===== src/rtl/cmd_decoder_if.sv =====
// Byte-FIFO, register-file, trigger, config and readback signals of the command decoder.
// master drives the FIFO/handshake inputs; slave is the decoder itself.
interface cmd_decoder_if #(
    parameter int NUM_REGS = 4,
    parameter int NUM_TRIG = 4
);
    logic [7:0]            rx_rdata;
    logic                  rx_rempty;
    logic                  ft_busy;
    logic                  rx_rinc;
    logic [NUM_REGS*8-1:0] regs;
    logic [NUM_TRIG-1:0]   trig;
    logic [15:0]           cfg_data;
    logic                  cfg_start;
    logic                  cfg_busy;
    logic [15:0]           rsp_data;
    logic                  rsp_avail;
    logic                  rsp_accept;
    logic                  err;
    logic [7:0]            err_count;

    modport master (
        output rx_rdata, rx_rempty, ft_busy, cfg_busy, rsp_accept,
        input  rx_rinc, regs, trig, cfg_data, cfg_start, rsp_data, rsp_avail, err, err_count
    );

    modport slave (
        input  rx_rdata, rx_rempty, ft_busy, cfg_busy, rsp_accept,
        output rx_rinc, regs, trig, cfg_data, cfg_start, rsp_data, rsp_avail, err, err_count
    );
endinterface


===== src/rtl/cmd_decoder.sv =====
// Serial byte-command decoder: pops opcodes/payload from a FWFT FIFO and drives
// a register file, trigger pulses, a config-word launch and a held readback word.
module cmd_decoder #(
    parameter int NUM_REGS = 4,
    parameter int NUM_TRIG = 4,
    parameter int TRIG_LEN = 2,
    parameter int TIMEOUT  = 65535
) (
    input  logic          clk,
    input  logic          rst_n,
    cmd_decoder_if.slave  bus
);
    localparam int AW  = (NUM_REGS > 1) ? $clog2(NUM_REGS) : 1;
    localparam int TIW = (NUM_TRIG > 1) ? $clog2(NUM_TRIG) : 1;
    localparam int TW  = $clog2(TIMEOUT + 1);
    localparam int TLW = $clog2(TRIG_LEN + 1);

    localparam logic [7:0]     OP_SET   = 8'h01;
    localparam logic [7:0]     OP_GET   = 8'h02;
    localparam logic [7:0]     OP_CFG   = 8'h03;
    localparam logic [7:0]     OP_CLR   = 8'hFE;
    localparam logic [7:0]     NREG8    = 8'(NUM_REGS);
    localparam logic [3:0]     NTRIG4   = 4'(NUM_TRIG);
    localparam logic [TW-1:0]  TMO_LAST = TW'(TIMEOUT - 1);
    localparam logic [TLW-1:0] TLEN_LAST = TLW'(TRIG_LEN - 1);

    typedef enum logic [3:0] {
        IDLE, CMD, EVAL, PAY0, PAY1, EXEC, WAIT_CFG, RESP, TRIG
    } state_t;

    state_t                     state_q;
    logic [7:0]                 op_q, b0_q, b1_q;
    logic                       pay_done_q;
    logic [TW-1:0]              tmo_q;
    logic [TLW-1:0]             tlen_q;
    logic [NUM_REGS-1:0][7:0]   regs_q;
    logic [NUM_TRIG-1:0]        trig_q;
    logic [15:0]                cfg_data_q, rsp_data_q;
    logic                       cfg_start_q, rsp_avail_q, err_q;
    logic [7:0]                 err_cnt_q, err_cnt_d;

    logic          fetch, addr_ok, trig_ok;
    logic [AW-1:0] addr_idx;

    assign fetch     = !bus.rx_rempty && !bus.ft_busy;
    assign addr_ok   = b0_q < NREG8;
    assign addr_idx  = b0_q[AW-1:0];
    assign trig_ok   = (op_q[7:4] == 4'h1) && (op_q[3:0] < NTRIG4);
    assign err_cnt_d = (err_cnt_q == 8'hFF) ? err_cnt_q : err_cnt_q + 8'd1;

    // The pop must be combinational: with a FWFT head the byte is captured in the
    // same cycle it is acknowledged, so a registered pop would lag by one byte.
    assign bus.rx_rinc = rst_n && fetch &&
                         ((state_q == IDLE) || (state_q == PAY0) || (state_q == PAY1));

    always_ff @(posedge clk or negedge rst_n) begin
        if (!rst_n) begin
            state_q     <= IDLE;
            op_q        <= '0;
            b0_q        <= '0;
            b1_q        <= '0;
            pay_done_q  <= 1'b0;
            tmo_q       <= '0;
            tlen_q      <= '0;
            regs_q      <= '0;
            trig_q      <= '0;
            cfg_data_q  <= '0;
            cfg_start_q <= 1'b0;
            rsp_data_q  <= '0;
            rsp_avail_q <= 1'b0;
            err_q       <= 1'b0;
            err_cnt_q   <= '0;
        end else begin
            err_q       <= 1'b0;
            cfg_start_q <= 1'b0;
            case (state_q)
                IDLE: if (fetch) begin
                    op_q       <= bus.rx_rdata;
                    pay_done_q <= 1'b0;
                    state_q    <= CMD;
                end
                CMD: state_q <= EVAL;
                // EVAL is visited twice: once to decode the opcode, once after the
                // payload so that SET_REG lands three cycles after its last pop.
                EVAL: begin
                    tmo_q  <= '0;
                    tlen_q <= '0;
                    if (pay_done_q || op_q == OP_CLR) begin
                        state_q <= EXEC;
                    end else if (op_q == OP_SET || op_q == OP_GET || op_q == OP_CFG) begin
                        state_q <= PAY0;
                    end else if (trig_ok) begin
                        trig_q                   <= '0;
                        trig_q[op_q[TIW-1:0]]    <= 1'b1;
                        state_q                  <= TRIG;
                    end else begin
                        err_q     <= 1'b1;
                        err_cnt_q <= err_cnt_d;
                        state_q   <= IDLE;
                    end
                end
                PAY0, PAY1: begin
                    if (fetch) begin
                        tmo_q <= '0;
                        if (state_q == PAY0) b0_q <= bus.rx_rdata;
                        else                 b1_q <= bus.rx_rdata;
                        if (state_q == PAY1 || op_q == OP_GET) begin
                            pay_done_q <= 1'b1;
                            state_q    <= EVAL;
                        end else begin
                            state_q <= PAY1;
                        end
                    end else if (tmo_q == TMO_LAST) begin
                        err_q     <= 1'b1;
                        err_cnt_q <= err_cnt_d;
                        state_q   <= IDLE;
                    end else begin
                        tmo_q <= tmo_q + TW'(1);
                    end
                end
                EXEC: begin
                    state_q <= IDLE;
                    case (op_q)
                        OP_SET: if (addr_ok) regs_q[addr_idx] <= b1_q;
                                else begin err_q <= 1'b1; err_cnt_q <= err_cnt_d; end
                        OP_GET: if (addr_ok) begin
                                    rsp_data_q  <= {b0_q, regs_q[addr_idx]};
                                    rsp_avail_q <= 1'b1;
                                    state_q     <= RESP;
                                end else begin
                                    err_q <= 1'b1; err_cnt_q <= err_cnt_d;
                                end
                        OP_CFG: state_q <= WAIT_CFG;
                        default: regs_q <= '0;
                    endcase
                end
                WAIT_CFG: if (!bus.cfg_busy) begin
                    cfg_data_q  <= {b0_q, b1_q};
                    cfg_start_q <= 1'b1;
                    state_q     <= IDLE;
                end
                RESP: if (bus.rsp_accept) begin
                    rsp_avail_q <= 1'b0;
                    state_q     <= IDLE;
                end
                TRIG: begin
                    if (tlen_q == TLEN_LAST) begin
                        trig_q  <= '0;
                        state_q <= IDLE;
                    end else begin
                        tlen_q <= tlen_q + TLW'(1);
                    end
                end
                default: state_q <= IDLE;
            endcase
        end
    end

    assign bus.regs      = regs_q;
    assign bus.trig      = trig_q;
    assign bus.cfg_data  = cfg_data_q;
    assign bus.cfg_start = cfg_start_q;
    assign bus.rsp_data  = rsp_data_q;
    assign bus.rsp_avail = rsp_avail_q;
    assign bus.err       = err_q;
    assign bus.err_count = err_cnt_q;
endmodule

===== src/flat_wrapper.sv =====
// flat-port wrapper written by rule: the top's interface ports become plain ports
module cmd_decoder_flat 
#(
    parameter int NUM_REGS = 4,
    parameter int NUM_TRIG = 4,
    parameter int TRIG_LEN = 2,
    parameter int TIMEOUT  = 65535
)
  (clk, rst_n, bus_rx_rdata, bus_rx_rempty, bus_ft_busy, bus_cfg_busy, bus_rsp_accept, bus_rx_rinc, bus_regs, bus_trig, bus_cfg_data, bus_cfg_start, bus_rsp_data, bus_rsp_avail, bus_err, bus_err_count);
  cmd_decoder_if #(.NUM_REGS(NUM_REGS), .NUM_TRIG(NUM_TRIG)) bus_i ();
  input  logic clk;
  input  logic rst_n;
  input wire logic [$bits(bus_i.rx_rdata)-1:0] bus_rx_rdata;
  input wire logic [$bits(bus_i.rx_rempty)-1:0] bus_rx_rempty;
  input wire logic [$bits(bus_i.ft_busy)-1:0] bus_ft_busy;
  input wire logic [$bits(bus_i.cfg_busy)-1:0] bus_cfg_busy;
  input wire logic [$bits(bus_i.rsp_accept)-1:0] bus_rsp_accept;
  output wire logic [$bits(bus_i.rx_rinc)-1:0] bus_rx_rinc;
  output wire logic [$bits(bus_i.regs)-1:0] bus_regs;
  output wire logic [$bits(bus_i.trig)-1:0] bus_trig;
  output wire logic [$bits(bus_i.cfg_data)-1:0] bus_cfg_data;
  output wire logic [$bits(bus_i.cfg_start)-1:0] bus_cfg_start;
  output wire logic [$bits(bus_i.rsp_data)-1:0] bus_rsp_data;
  output wire logic [$bits(bus_i.rsp_avail)-1:0] bus_rsp_avail;
  output wire logic [$bits(bus_i.err)-1:0] bus_err;
  output wire logic [$bits(bus_i.err_count)-1:0] bus_err_count;
  assign bus_i.rx_rdata = bus_rx_rdata;
  assign bus_i.rx_rempty = bus_rx_rempty;
  assign bus_i.ft_busy = bus_ft_busy;
  assign bus_i.cfg_busy = bus_cfg_busy;
  assign bus_i.rsp_accept = bus_rsp_accept;
  assign bus_rx_rinc = bus_i.rx_rinc;
  assign bus_regs = bus_i.regs;
  assign bus_trig = bus_i.trig;
  assign bus_cfg_data = bus_i.cfg_data;
  assign bus_cfg_start = bus_i.cfg_start;
  assign bus_rsp_data = bus_i.rsp_data;
  assign bus_rsp_avail = bus_i.rsp_avail;
  assign bus_err = bus_i.err;
  assign bus_err_count = bus_i.err_count;
  cmd_decoder #(.NUM_REGS(NUM_REGS), .NUM_TRIG(NUM_TRIG), .TRIG_LEN(TRIG_LEN), .TIMEOUT(TIMEOUT)) u_core (.clk(clk), .rst_n(rst_n), .bus(bus_i));
endmodule

===== config.mk =====
export PLATFORM = sky130hd
export DESIGN_NAME = cmd_decoder_flat
export DESIGN_NICKNAME = d
export VERILOG_FILES = /design/src/rtl/cmd_decoder_if.sv /design/src/rtl/cmd_decoder.sv /design/src/flat_wrapper.sv
export SDC_FILE = /design/constraint.sdc
export NUM_CORES = 1
export LEC_CHECK = 0
export ABC_AREA = 1
export CORE_ASPECT_RATIO = 0.75
export CORE_MARGIN = 4
export CORE_UTILIZATION = 55
export CTS_BUF_LIST = sky130_fd_sc_hd__clkbuf_16
export CTS_CLUSTER_SIZE = 30
export DETAILED_ROUTE_END_ITERATION = 10
export PLACE_DENSITY = 0.81
export SLEW_MARGIN = 20
export SYNTH_ARGS = -nofsm -noshare
export SYNTH_HDL_FRONTEND = slang
export SYNTH_SLANG_ARGS = --single-unit

===== constraint.sdc =====
create_clock -name clk -period 5.5 [get_ports clk]
set_clock_uncertainty 0.2 [all_clocks]
set_input_delay 0.55 -clock clk [delete_from_list [all_inputs] [get_ports clk]]
set_output_delay 0.55 -clock clk [all_outputs]
set_load 0.02 [all_outputs]

==> results of run 1 <==
[how the worst max path moves through the flow]
stage,slack (ns),end
CTS,2.01,bus_rx_rinc
detailed placement,2.22,bus_rx_rinc
floorplan,3.31,bus_rx_rinc
global route,1.81,bus_rx_rinc
finish,1.95,bus_rx_rinc
global placement,2.26,bus_rx_rinc
[metrics by stage]
step	instances	power [W]
2_1_floorplan	775	0.00181
3_3_place_gp	987	0.00212
3_5_place_dp	987	0.00216
4_1_cts	1018	0.00332
5_1_grt	1019	0.00349
6_report	1019	0.00332
[synth_stat cells, types with 3 or more instances]
library cell	count
nand2_1	297
dfrtp_1	126
nand3_1	109
nor2_1	65
inv_1	57
o21ai_0	47
clkbuf_1	12
nand4_1	12
xor2_1	10
a21oi_1	5
buf_4	4
ha_1	4
nor3_1	4
xnor2_1	4
buf_2	3
[cell usage in the layout (no fill, tap or decap), types with 2 or more instances in the layout]
| master | synthesis | final |
|---|---|---|
| ha_1 | 4 | 4 |
| bufinv_16 | 0 | 4 |
| nand2_1 | 297 | 297 |
| nor3_4 | 2 | 2 |
| nor3_1 | 4 | 4 |
| o21ai_0 | 47 | 47 |
| clkbuf_16 | 0 | 17 |
| nor2_1 | 65 | 65 |
| xnor2_1 | 4 | 4 |
| clkinv_1 | 0 | 2 |
| dfrtp_1 | 126 | 126 |
| clkinvlp_4 | 0 | 2 |
| nand3_1 | 109 | 109 |
| a21oi_1 | 5 | 5 |
| xor2_1 | 10 | 10 |
| nor2_2 | 2 | 2 |
| nor2_4 | 2 | 2 |
| inv_1 | 57 | 58 |
| clkdlybuf4s50_1 | 0 | 92 |
| nand4_1 | 12 | 12 |
| clkinv_2 | 0 | 4 |
| buf_4 | 4 | 5 |
[area by class of cell]
cell class              count  area, um2  share of cell area (%)
multi-input cells         570       2550                    33.2
clock buffers              17        425                    5.55
inverters                  58        218                    2.84
clock inverters            14        175                    2.29
flip-flops and latches    126       3150                    41.2
repair buffers             98        973                    12.7
well taps                 136        170                    2.22
[flip-flops by register name (all words and copies together), names as in the netlist, 8 cells and up]
register	count
u_core.bus.rsp_data	16
u_core.b1_q	8
u_core.op_q	8
u_core.bus.cfg_data	16
u_core.tmo_q	16
u_core.bus.regs	32
u_core.b0_q	8
u_core.bus.err_count	8
[power by group through the flow]
stage          logic, W  registers [W]  clock network [W]
2_1_floorplan  0.000526        0.00129                  0
3_3_place_gp   0.000848        0.00127                  0
6_report       0.000897        0.00128            0.00115
4_1_cts        0.000890        0.00127            0.00116
5_1_grt        0.000989        0.00130            0.00120
3_5_place_dp   0.000877        0.00128                  0
[metal layers]
layer	share of wire, %	vias to the layer above	GRT usage (%)	wire length [um]
li1	-	2678	-	-
met1	44	2724	39.0	7130
met2	43	307	37.8	7000
met3	11	34	6.61	1740
met4	1.9	0	9.60	303
met5	0	-	0	0
[cells by family (layout without fill, tap and decap cells)]
family | count (synthesis) | in the layout | share of synthesized area, %
XOR/XNOR | 14 | 14 | 2.04
AO/OA/AOI/OAI | 57 | 57 | 4.89
AND/OR/NAND/NOR | 495 | 495 | 34.6
flip-flops | 126 | 126 | 52.4
buffers and inverters | 79 | 187 | 5.24
adder cells (fa/ha/maj) | 4 | 4 | 0.832
==> impl_metrics.ini, run 1 <==
[placed_design]
pre_cts_ws_ns = 2.22
postPlaceCellArea_um2 = 7050
hpwl_um = 11400
place.gp.congestion = 0.912
portBuffers = 93

[final_layout]
fin_area_um2 = 7660
layout-drive-gt1-share_pct = 4.76
syn_to_final_growth_pct = 27.4
fin_nets = 889
post-route-util_pct = 73.0
num-fill-cells = 804
antenna_cells = 0

[drt]
wire_per_inst_um = 15.9
drc = 0
route.vias.total = 5743
wirelength_um = 16200
drt_first_pass_iters = 5
drtAntennaViolNets = 0
post_drt_via_cell_ratio = 5.64
drtIter0Drc = 671

[synth]
syn_inst = 775
yosysTopAreaCell = dfrtp_1
synthesis.area_um2 = 6010
ys_async_sr_fraction_pct = 100
synth.top_cell.area_share_pct = 52.4
syn_avg_cell_area_um2 = 7.76
synth_fp_nets = 793
yosysWarnings = 0
synth-edff-count = 0
seq_area_frac_synth_pct = 52.4
synthTopCellsByArea = dfrtp_1 (52%), nand2_1 (19%), nand3_1 (9.1%)
yosysUniqueCellTypes = 27
synth-seq-cells = 126
synth_flop_cell = dfrtp_1

[clock_network]
cts_setup_buffers = 0
clk_latency_ns = 0.42
cts_resized = 0
htreeDepth = 4
cts_max_path_buffers = 2
root_buffer = clkbuf_16
cts_tree = yes
cts.sinks = 126
cts_inserted_buffers = 17
hold_buffers = 0
path_clk_slew_ns = 0.05

[power_and_ir_drop]
power.leakage_nw = 3.80
switching_share_pct = 36.0
peakVddDrop_uv = 364
p_seq_share_pct = 38.4
p_comb_share_pct = 27.0
p_int_w = 0.00213
clock_power_share_pct = 34.6
p_per_area_nw_per_um2 = 434
switchingPower_w = 0.00120

[floorplanning]
die_h_um = 98.6
coreArea_um2 = 10500
io_pins = 94
start_util_pct = 57.3
fp.dieArea_um2 = 12700
rows = 32
die_w_um = 129

[timing]
hold_viol = 3
min_period_ns = 3.55
slew_headroom_pct = 40.0
fmax_mhz = 282
fin_crit_sh_pct = 64.5
setup_violations = 0
slew_violations = 0
setup_slack_ns = 1.95
fin_hold_ws_ns = -0.00732
rsz0062_at_grt = no
tightest_slew_ns = 0.900
finalSetupTns_ns = 0

[worst_setup_path]
cp.buffers_inverters = 3
required_ns = 4.75
path_delay_family = simple AND/OR/NAND/NOR gates
r2r-end = u_core.tmo_q[2]$_DFFE_PN0P_
path_class = reg -> out
reg2reg_slack_ns = 2.68
cpMaxStageDelayCell = clkdlybuf4s50_1
path_cells = nor2_1 -> nand2_1 -> nand2_1 -> nand2_1 -> inv_1 -> o21ai_0 -> inv_1 -> clkdlybuf4s50_1
arrival_ns = 2.80
cpPeakStageDelay_ns = 0.60
cpMostUsedCell = nand2_1
path_depth = 8
reg2reg_depth = 8
startpoint_type = flip-flop
critPathMaxFanout = 14
critPathCaptureType = output pin
worstSetupStartpoint = u_core.state_q[0]$_DFFE_PN0P_
rr_startpoint = u_core.state_q[0]$_DFFE_PN0P_

[grt]
globalRouteOverflowTotal = 0
grt_pass1_vias = 5381
grt_pass1_wl_um = 26800
track_usage_pct = 26.4
antenna_found_initial = 0
grt_max_degree = 72

[min_path]
hp-class = in -> async

[run]
maxCapViolCount = 0

[outcome]
violations = negative hold slack
status = finished, violations left
Power figures use the tool's default switching activity.
==> run 2: changes to the inputs <==
--- a/config.mk
+++ b/config.mk
@@ -8,11 +8,11 @@
 export ABC_AREA = 1
 export CORE_ASPECT_RATIO = 0.75
 export CORE_MARGIN = 4
-export CORE_UTILIZATION = 55
+export CORE_UTILIZATION = 54
 export CTS_BUF_LIST = sky130_fd_sc_hd__clkbuf_16
 export CTS_CLUSTER_SIZE = 30
 export DETAILED_ROUTE_END_ITERATION = 10
-export PLACE_DENSITY = 0.81
+export PLACE_DENSITY = 0.8
 export SLEW_MARGIN = 20
 export SYNTH_ARGS = -nofsm -noshare
 export SYNTH_HDL_FRONTEND = slang
==> constraint.sdc (replaced) <==
create_clock -name clk -period 3.6 [get_ports clk]
set_clock_uncertainty 0.2 [all_clocks]
set_input_delay 0.36 -clock clk [delete_from_list [all_inputs] [get_ports clk]]
set_output_delay 0.36 -clock clk [all_outputs]
set_load 0.02 [all_outputs]
==> impl_metrics.ini, run 2 (synthesis results as in run 1) <==
[outcome]
status = finished, violations left
violations = negative hold slack

[drt]
drt_first_pass_iters = 5
drtIter0Drc = 647
drc = 0
route.vias.total = 5700
post_drt_via_cell_ratio = 5.57
wire_per_inst_um = 15.9
wirelength_um = 16200
drtAntennaViolNets = 0

[worst_setup_path]
critPathCaptureType = output pin
reg2reg_depth = 10
arrival_ns = 2.68
cpPeakStageDelay_ns = 0.60
required_ns = 3.04
path_delay_family = simple AND/OR/NAND/NOR gates
rr_startpoint = u_core.state_q[0]$_DFFE_PN0P_
critPathMaxFanout = 14
cpMostUsedCell = nand2_1
r2r-end = u_core.tmo_q[1]$_DFFE_PN0P_
cpMaxStageDelayCell = clkdlybuf4s50_1
path_class = reg -> out
path_cells = nor2_1 -> nand2_1 -> nand2_1 -> nand2_1 -> inv_1 -> o21ai_0 -> inv_1 -> clkdlybuf4s50_1
cp.buffers_inverters = 3
startpoint_type = flip-flop
reg2reg_slack_ns = 0.93

[power_and_ir_drop]
power.leakage_nw = 3.77
peakVddDrop_uv = 428
p_per_area_nw_per_um2 = 632

[final_layout]
fin_nets = 890
layout-drive-gt1-share_pct = 4.53
final_cell_mix = nand2_1 (297), dfrtp_1 (126), nand3_1 (109), clkdlybuf4s50_1 (92), nor2_1 (65)
syn_to_final_growth_pct = 26.0
final_cells = 1023
layout_commonest_cell = nand2_1
largest_register_ffs = 32
antenna_cells = 0
num-fill-cells = 863

[floorplanning]
io_pins = 94
start_util_pct = 55.2
die_h_um = 99.4
die_w_um = 130
coreArea_um2 = 10900
rows = 33
fp.dieArea_um2 = 12900

[placed_design]
portBuffers = 93
hpwl_um = 11700
dp.cells = 993
place.gp.congestion = 0.901

[timing]
slew_headroom_pct = 45.0
tightest_slew_ns = 0.825
rsz0062_at_grt = no
min_period_ns = 3.24
hold_viol = 7
finalSetupTns_ns = 0
slew_violations = 0
fin_crit_sh_pct = 90.0
fmax_mhz = 309
setup_violations = 0
fin_hold_ws_ns = -0.0153

[grt]
grt_pass1_wl_um = 26700
grt_max_degree = 66
globalRouteOverflowTotal = 0
antenna_found_initial = 0
track_usage_pct = 26.6
grt_pass1_vias = 5375

[min_path]
hp-class = in -> async

[clock_network]
cts_setup_buffers = 0
cts_resized = 0
cts_inserted_buffers = 17
clk_latency_ns = 0.41
path_clk_slew_ns = 0.05
cts.sinks = 126
root_buffer = clkbuf_16
hold_buffers = 0
htreeDepth = 4
cts_max_path_buffers = 2
cts_tree = yes

[run]
maxCapViolCount = 0
## run 2: changes by cell type in the layout (fill, tap and decap cells not counted), sizes merged
cell / delta
buf: +1
bufinv: -3
clkinv: +2
clkinvlp: -1
inv: +1
## run 2: power breakdown
group	leakage [nW]	switching, W	internal [W]
combinational	1.80	0.000895	0.000452
clock	0.266	0.000582	0.000917
sequential	1.71	0.000291	0.00165
total	3.77	0.00177	0.00302
## run 2: worst max-delay path by stage
| stage | start | depth (start not counted) | slack (ns) | endpoint |
|---|---|---|---|---|
| 3_5_place_dp | bus_ft_busy | 9 | 0.75 | bus_rx_rinc |
| 3_3_place_gp | bus_ft_busy | 9 | 0.75 | bus_rx_rinc |
| 5_1_grt | u_core.state_q[3]$_DFFE_PN0P_ | 8 | 0.25 | bus_rx_rinc |
| 2_1_floorplan | u_core.state_q[3]$_DFFE_PN0P_ | 5 | 1.70 | bus_rx_rinc |
| 6_report | u_core.state_q[0]$_DFFE_PN0P_ | 8 | 0.36 | bus_rx_rinc |
| 4_1_cts | u_core.state_q[3]$_DFFE_PN0P_ | 8 | 0.42 | bus_rx_rinc |
## run 2: layout make-up
class / instances / area, um2 / area share [%]
timing repair buffer: 99 / 973 / 12.8
inverter: 58 / 218 / 2.87
clock buffer: 17 / 425 / 5.61
tap: 140 / 175 / 2.31
multi-input combinational: 570 / 2550 / 33.6
clock inverter: 13 / 86.3 / 1.14
sequential: 126 / 3150 / 41.6
## run 2: per-stage QoR
stage / cell area (um2) / power, W / util (%) / setup WS, ns
finish: 7580 / 0.00479 / 69.5 / 0.362
global route: 7580 / 0.00508 / 69.5 / 0.246
CTS: 7580 / 0.00479 / 69.5 / 0.419
detailed placement: 7070 / 0.00328 / 64.8 / 0.749
global placement: 7070 / 0.00322 / 64.8 / 0.754
floorplan: 6010 / 0.00277 / - / 1.70
## run 2: layer usage
metal  share of wire [%]  track usage [%]
met3                 9.7             7.57
met4                 1.5             7.35
met2                  45             39.6
met1                  44             38.5
met5                   0                0
